File: src/rtl/oled_text_renderer.sv
// Renders a latched list of 8- or 16-column glyphs onto two OLED pages.
// It fetches each column from a registered font ROM and streams command and data bytes over a valid/ready link.
module oled_text_renderer #(
  parameter int CHAR_NUM   = 8,
  parameter int START_PAGE = 0,
  parameter int START_COL  = 0
) (
  input  logic                  sys_clk,
  input  logic                  rst_n,
  input  logic                  start,
  input  logic [6*CHAR_NUM-1:0] char_list,
  input  logic [CHAR_NUM-1:0]   char_wide,
  output logic [5:0]            font_sel,
  output logic                  font_row,
  output logic [8:0]            index,
  input  logic [7:0]            font_data,
  output logic                  tx_valid,
  output logic                  tx_dc,
  output logic [7:0]            tx_byte,
  input  logic                  tx_ready,
  output logic                  busy,
  output logic                  done
);

  localparam int          CW   = (CHAR_NUM > 1) ? $clog2(CHAR_NUM) : 1;
  localparam logic [2:0]  P0   = 3'(START_PAGE);
  localparam logic [6:0]  SC   = 7'(START_COL);
  localparam logic [CW-1:0] LAST_CHAR = CW'(CHAR_NUM - 1);

  typedef enum logic [2:0] {
    S_IDLE, S_CMD_PAGE, S_CMD_COL_L, S_CMD_COL_H, S_FETCH, S_WAIT, S_SEND, S_DONE
  } state_t;

  state_t                r_state, w_state_nxt;
  logic                  r_row, w_row_nxt;
  logic [CW-1:0]         r_char, w_char_nxt;
  logic [3:0]            r_col, w_col_nxt;
  logic [6*CHAR_NUM-1:0] r_list;
  logic [CHAR_NUM-1:0]   r_wide;
  logic [5:0]            r_font_sel;
  logic                  r_font_row;
  logic [8:0]            r_index;
  logic                  r_tx_valid, r_tx_dc, r_busy, r_done;
  logic [7:0]            r_tx_byte;
  logic                  w_hs, w_col_last, w_char_last;
  logic [2:0]            w_page;

  assign w_hs        = r_tx_valid & tx_ready;
  assign w_col_last  = (r_col == (r_wide[r_char] ? 4'd15 : 4'd7));
  assign w_char_last = (r_char == LAST_CHAR);
  assign w_page      = P0 + {2'b00, w_row_nxt};

  // State register.
  always_ff @(posedge sys_clk or negedge rst_n) begin
    if (!rst_n) begin
      r_state <= S_IDLE;
    end else begin
      r_state <= w_state_nxt;
    end
  end

  // Next-state and next-counter logic.
  always_comb begin
    w_state_nxt = r_state;
    w_row_nxt   = r_row;
    w_char_nxt  = r_char;
    w_col_nxt   = r_col;
    case (r_state)
      S_IDLE: begin
        if (start) begin
          w_state_nxt = S_CMD_PAGE;
          w_row_nxt   = 1'b0;
          w_char_nxt  = {CW{1'b0}};
          w_col_nxt   = 4'd0;
        end else begin
          w_state_nxt = S_IDLE;
        end
      end
      S_CMD_PAGE:  if (w_hs) w_state_nxt = S_CMD_COL_L; else w_state_nxt = S_CMD_PAGE;
      S_CMD_COL_L: if (w_hs) w_state_nxt = S_CMD_COL_H; else w_state_nxt = S_CMD_COL_L;
      S_CMD_COL_H: if (w_hs) w_state_nxt = S_FETCH;     else w_state_nxt = S_CMD_COL_H;
      S_FETCH:     w_state_nxt = S_WAIT;
      S_WAIT:      w_state_nxt = S_SEND;
      S_SEND: begin
        if (!w_hs) begin
          w_state_nxt = S_SEND;
        end else if (!w_col_last) begin
          w_col_nxt   = r_col + 4'd1;
          w_state_nxt = S_FETCH;
        end else if (!w_char_last) begin
          w_col_nxt   = 4'd0;
          w_char_nxt  = r_char + {{(CW-1){1'b0}}, 1'b1};
          w_state_nxt = S_FETCH;
        end else if (!r_row) begin
          w_col_nxt   = 4'd0;
          w_char_nxt  = {CW{1'b0}};
          w_row_nxt   = 1'b1;
          w_state_nxt = S_CMD_PAGE;
        end else begin
          w_state_nxt = S_DONE;
        end
      end
      S_DONE:  w_state_nxt = S_IDLE;
      default: w_state_nxt = S_IDLE;
    endcase
  end

  // Counters and the character list snapshot taken at start.
  always_ff @(posedge sys_clk or negedge rst_n) begin
    if (!rst_n) begin
      r_row  <= 1'b0;
      r_char <= {CW{1'b0}};
      r_col  <= 4'd0;
      r_list <= '0;
      r_wide <= '0;
    end else begin
      r_row  <= w_row_nxt;
      r_char <= w_char_nxt;
      r_col  <= w_col_nxt;
      if (r_state == S_IDLE && start) begin
        r_list <= char_list;
        r_wide <= char_wide;
      end else begin
        r_list <= r_list;
        r_wide <= r_wide;
      end
    end
  end

  // Registered outputs, updated on state transitions so they stay stable while stalled.
  always_ff @(posedge sys_clk or negedge rst_n) begin
    if (!rst_n) begin
      r_tx_valid <= 1'b0;
      r_tx_dc    <= 1'b0;
      r_tx_byte  <= 8'd0;
      r_busy     <= 1'b0;
      r_done     <= 1'b0;
      r_font_sel <= 6'd0;
      r_font_row <= 1'b0;
      r_index    <= 9'd0;
    end else if (r_state == S_IDLE && start) begin
      r_busy     <= 1'b1;
      r_tx_valid <= 1'b1;
      r_tx_dc    <= 1'b0;
      r_tx_byte  <= 8'hB0 | {5'd0, w_page};
    end else if (r_state == S_SEND && w_state_nxt == S_CMD_PAGE) begin
      r_tx_valid <= 1'b1;
      r_tx_dc    <= 1'b0;
      r_tx_byte  <= 8'hB0 | {5'd0, w_page};
    end else if (r_state == S_CMD_PAGE && w_hs) begin
      r_tx_byte  <= {4'h0, SC[3:0]};
    end else if (r_state == S_CMD_COL_L && w_hs) begin
      r_tx_byte  <= {5'b00010, SC[6:4]};
    end else if (w_state_nxt == S_FETCH && r_state != S_FETCH) begin
      // ROM address is presented from FETCH onward and held through SEND.
      r_tx_valid <= 1'b0;
      r_font_sel <= r_list[6*w_char_nxt +: 6];
      r_font_row <= w_row_nxt;
      r_index    <= {5'd0, w_col_nxt};
    end else if (r_state == S_WAIT) begin
      r_tx_valid <= 1'b1;
      r_tx_dc    <= 1'b1;
      r_tx_byte  <= font_data;
    end else if (r_state == S_SEND && w_state_nxt == S_DONE) begin
      r_tx_valid <= 1'b0;
      r_done     <= 1'b1;
    end else if (r_state == S_DONE) begin
      r_done     <= 1'b0;
      r_busy     <= 1'b0;
    end else begin
      r_tx_valid <= r_tx_valid;
      r_done     <= r_done;
    end
  end

  assign tx_valid = r_tx_valid;
  assign tx_dc    = r_tx_dc;
  assign tx_byte  = r_tx_byte;
  assign busy     = r_busy;
  assign done     = r_done;
  assign font_sel = r_font_sel;
  assign font_row = r_font_row;
  assign index    = r_index;

endmodule

File: config.mk
export PLATFORM = sky130hd
export DESIGN_NAME = oled_text_renderer
export DESIGN_NICKNAME = d
export VERILOG_FILES = /design/src/rtl/oled_text_renderer.sv
export SDC_FILE = /design/constraint.sdc
export NUM_CORES = 1
export LEC_CHECK = 0
export ABC_AREA = 1
export CORE_MARGIN = 5
export CORE_UTILIZATION = 41
export CTS_BUF_LIST = sky130_fd_sc_hd__clkbuf_16
export CTS_CLUSTER_DIAMETER = 50
export DETAILED_ROUTE_END_ITERATION = 8
export PLACE_DENSITY = 0.74
export SLEW_MARGIN = 5
export SYNTH_ARGS = -nofsm -noshare
export SYNTH_HDL_FRONTEND = slang
export SYNTH_SLANG_ARGS = --single-unit
File: constraint.sdc
create_clock -name sys_clk -period 4.1 [get_ports sys_clk]
set_input_delay 0.41 -clock sys_clk [delete_from_list [all_inputs] [get_ports sys_clk]]
set_output_delay 0.41 -clock sys_clk [all_outputs]
set_load 0.005 [all_outputs]
==> out/results.txt <==
Status -> finished clean
Bufs on Longest Clock Path -> 2
Post-Synth Adder-Cell Area -> 0.008088
Synth top area share -> 0.4853
Pins Over Slew Limit -> 0
EDFF count, synth -> 0
Pre-Repair DR Iteration Count -> 5
Leak Pwr -> 2.808 nW
Min-Delay Path Class -> in2async
Setup TNS -> 0 ns
Initial Util -> 0.4225
DIE WIDTH -> 116.4 um
Worst vdd ir -> 289.5 uV
Die area -> 13550 um2
Internal -> 2.450 mW
Element type at the critical path end -> register
Yosys reg bits -> 90
Grt total ovfl -> 0
Cell area after synthesis -> 4641 um2
Clock Skew -> 0.004845 ns
Post-synth ARST share -> 1.000
Setup crit start kind -> register
HPWL Detailed -> 8.527 mm
Vias -> 4097
Overall routing resource usage -> 0.1728
Num ports -> 96
CTS root buf -> clkbuf_16
Hold-fix buffers at CTS -> 0
Sequential share of power -> 0.356
Initial antenna violation count -> 0
Simple-Gate Fraction of Synth Area -> 0.2839
Final hold violations -> 0
Net Sw Power -> 1.641 mW
Sequential fraction of the synthesis area -> 0.4853
Synthesis-to-layout area growth -> 26.18%
Main combinational cell family by area after synthesis -> simple AND/OR/NAND/NOR gates
Largest net degree at the start of global routing -> 91
Post-route insts no fill -> 815
CTS tree -> done
Setup bufs post-CTS -> 0
Total core area -> 10980 um2
Max Clock Freq -> 0.3650 GHz
Share of cells above drive strength 1 -> 0.08000
Crit path largest cell delay -> 0.59 ns
Slew margin rel. -> 0.2681
Combinational fraction of design power -> 0.437
Compound-cell area share of the yosys netlist -> 0.1019
DRC viols -> 0
MaxCap Viol Count -> 0
Vias in the first global route -> 4066
Final Cycle Share -> 0.6681
Antenna Cells -> 0
Port Buf Inserts -> 90
Mux contribution to synthesized area -> 0
Power after layout -> 4.091 mW
Worst slew pin tran -> 1.098 ns
Reg clk slew, reported paths -> 0.07 ns
Launch point of the worst reg-to-reg path -> r_char[0]$_DFF_PN0_
Top cells by area, synth -> dfrtp_1, nand2_1, nand3_1
Total clock sinks -> 90
Worst Path Buf+Inv -> 0
Dominant synthesized flop cell -> dfrtp_1
WL final -> 11.35 mm
DRT iter0 DRCs -> 325
Post-synthesis xor/xnor area fraction -> 0.001887
Delay-heaviest family, CP -> simple AND/OR/NAND/NOR gates
Worst skew pair latency -> 0.34 ns
WS Path Type -> reg2reg
CP most frequent cell -> nand2_1
Cell variety after synth -> 33
Vias/cell -> 5.027
YS warnings -> 0
Mapped Cells -> 593
Routed Antenna Nets -> 0
Max Fanout on Critical Path -> 25
Mean Syn Cell Area -> 7.826 um2
Switch share -> 0.4012
CP arrival -> 2.97 ns
Post-CTS resize count -> 0
Slowest-stage cell, CP -> dfrtp_1
Clk pwr share -> 0.207
H-tree levels -> 3
Wirelength per Cell -> 13.93 um
Worst EP required -> 4.33 ns
Inserted Clock Buffers -> 9
Placed Instances -> 799
Row cnt -> 38
# nets final -> 741
Final setup violating endpoints -> 0
Die height -> 116.4 um
Crit path cell chain -> nor2_1 > nor2_1 > nand2_1 > nand3_2 > nand2_1 > nand2_2 > nand3_4 > nand2_2 > nand3_2 > nand2_4 > nand2_1 > nand3_1 > nand3_1 > nand3_1 > nand2_1
First-pass GRT wire length -> 18.66 mm
Min cycle time layout -> 2.739 ns
Post-synth top area cell -> dfrtp_1
Pwr Density -> 698.6 nW/um2
Final GP Congestion -> 0.8841
RSZ-0062 raised after global routing -> no
Worst Setup SP -> r_char[0]$_DFF_PN0_
## path summary, 6_finish.rpt
kind	to	cells past startpoint	slack [ns]
max in group asynchronous	r_list[25]$_DFFE_PN0P_	1	3.12
setup / recovery	font_sel[5]$_DFFE_PN0P_	15	1.36
min in group sys_clk	tx_dc$_DFFE_PN0P_	2	0.47
hold / removal	done$_DFFE_PN0P_	1	0.28
setup reg to reg	font_sel[5]$_DFFE_PN0P_	15	1.36
hold reg to reg	tx_dc$_DFFE_PN0P_	2	0.47
## routing by layer
metal	wire length, um	track usage	up-vias
met4	251	0.05568	0
met1	4819	0.2232	1916
met3	626	0.04249	23
li1	-	-	2021
met2	5653	0.2860	137
met5	0	0	-
## cells by family after synthesis
logic type,count (synthesis)
AO/OA/AOI/OAI,90
XOR/XNOR,1
adder cells (fa/ha/maj),3
buffers and inverters,122
flip-flops,90
other,1
AND/OR/NAND/NOR,286
## stage by stage
stage / hold WS [ns] / utilization / setup slack (ns) / cell area [um2]
after floorplan: 0.1144 / - / 2.246 / 4656
after detailed placement: 0.4603 / 0.5052 / 1.134 / 5549
after global placement: 0.4584 / 0.5052 / 1.249 / 5549
after CTS: 0.3349 / 0.5332 / 1.382 / 5856
final: 0.2806 / 0.5332 / 1.361 / 5856
after global routing: 0.3840 / 0.5332 / 1.065 / 5856
## layout by cell type (no fill, tap or decap), drive strengths merged
master,count
nand3,84
nor2,20
o31ai,1
clkdlybuf4s50,89
bufinv,1
conb,5
xor2,1
clkinv,1
a21oi,14
clkinvlp,1
inv,96
nand4,6
ha,3
buf,3
and3,1
nand2,174
o21ai,73
o221ai,1
o22ai,1
clkbuf,9
nor3,1
dfrtp,90
## Yosys cell counts (2+ instances only)
cell / number
inv_1: 84
clkbuf_1: 5
buf_2: 10
o21ai_2: 2
nor2_1: 14
a21oi_1: 12
nand4_1: 5
ha_1: 3
inv_2: 6
nor2_2: 4
nand3_1: 77
nand2_1: 165
nand2_2: 7
a21oi_2: 2
nand3_2: 6
buf_6: 5
buf_4: 10
dfrtp_1: 90
nand2_4: 2
o21ai_0: 71
## registers in the layout, indices dropped and copies added (netlist names)
signal,cells
r_list,48
r_wide,8
tx_byte,8
font_sel,6
index,4
r_col,4
r_char,3
r_state,3
busy,1
done,1
font_row,1
r_row,1
tx_dc,1
tx_valid,1
## final cells by class
class | instances | area, um2
well taps | 140 | 175.2
repair buffers | 92 | 913.4
multi-input cells | 385 | 1861
fillers | 1047 | 5127
flip-flops and latches | 90 | 2252
clock buffers | 9 | 225.2
clock inverters | 7 | 81.33
inverters | 92 | 347.8
## worst reg2reg max path, delay by kind of cell, from the launching register on
family / cells / cell delay [ns]
flops: 1 / 0.59
simple gates: 15 / 2.02
## power groups by stage
stage | clock, mW | combinational (mW) | sequential (mW)
after detailed placement | 0 | 1.79 | 1.47
after floorplan | 0 | 1.26 | 1.43
final | 0.849 | 1.79 | 1.46
after global routing | 0.901 | 2.04 | 1.50
after global placement | 0 | 1.75 | 1.46
after CTS | 0.869 | 1.80 | 1.46
No activity file was read; power rests on OpenSTA's default activity.
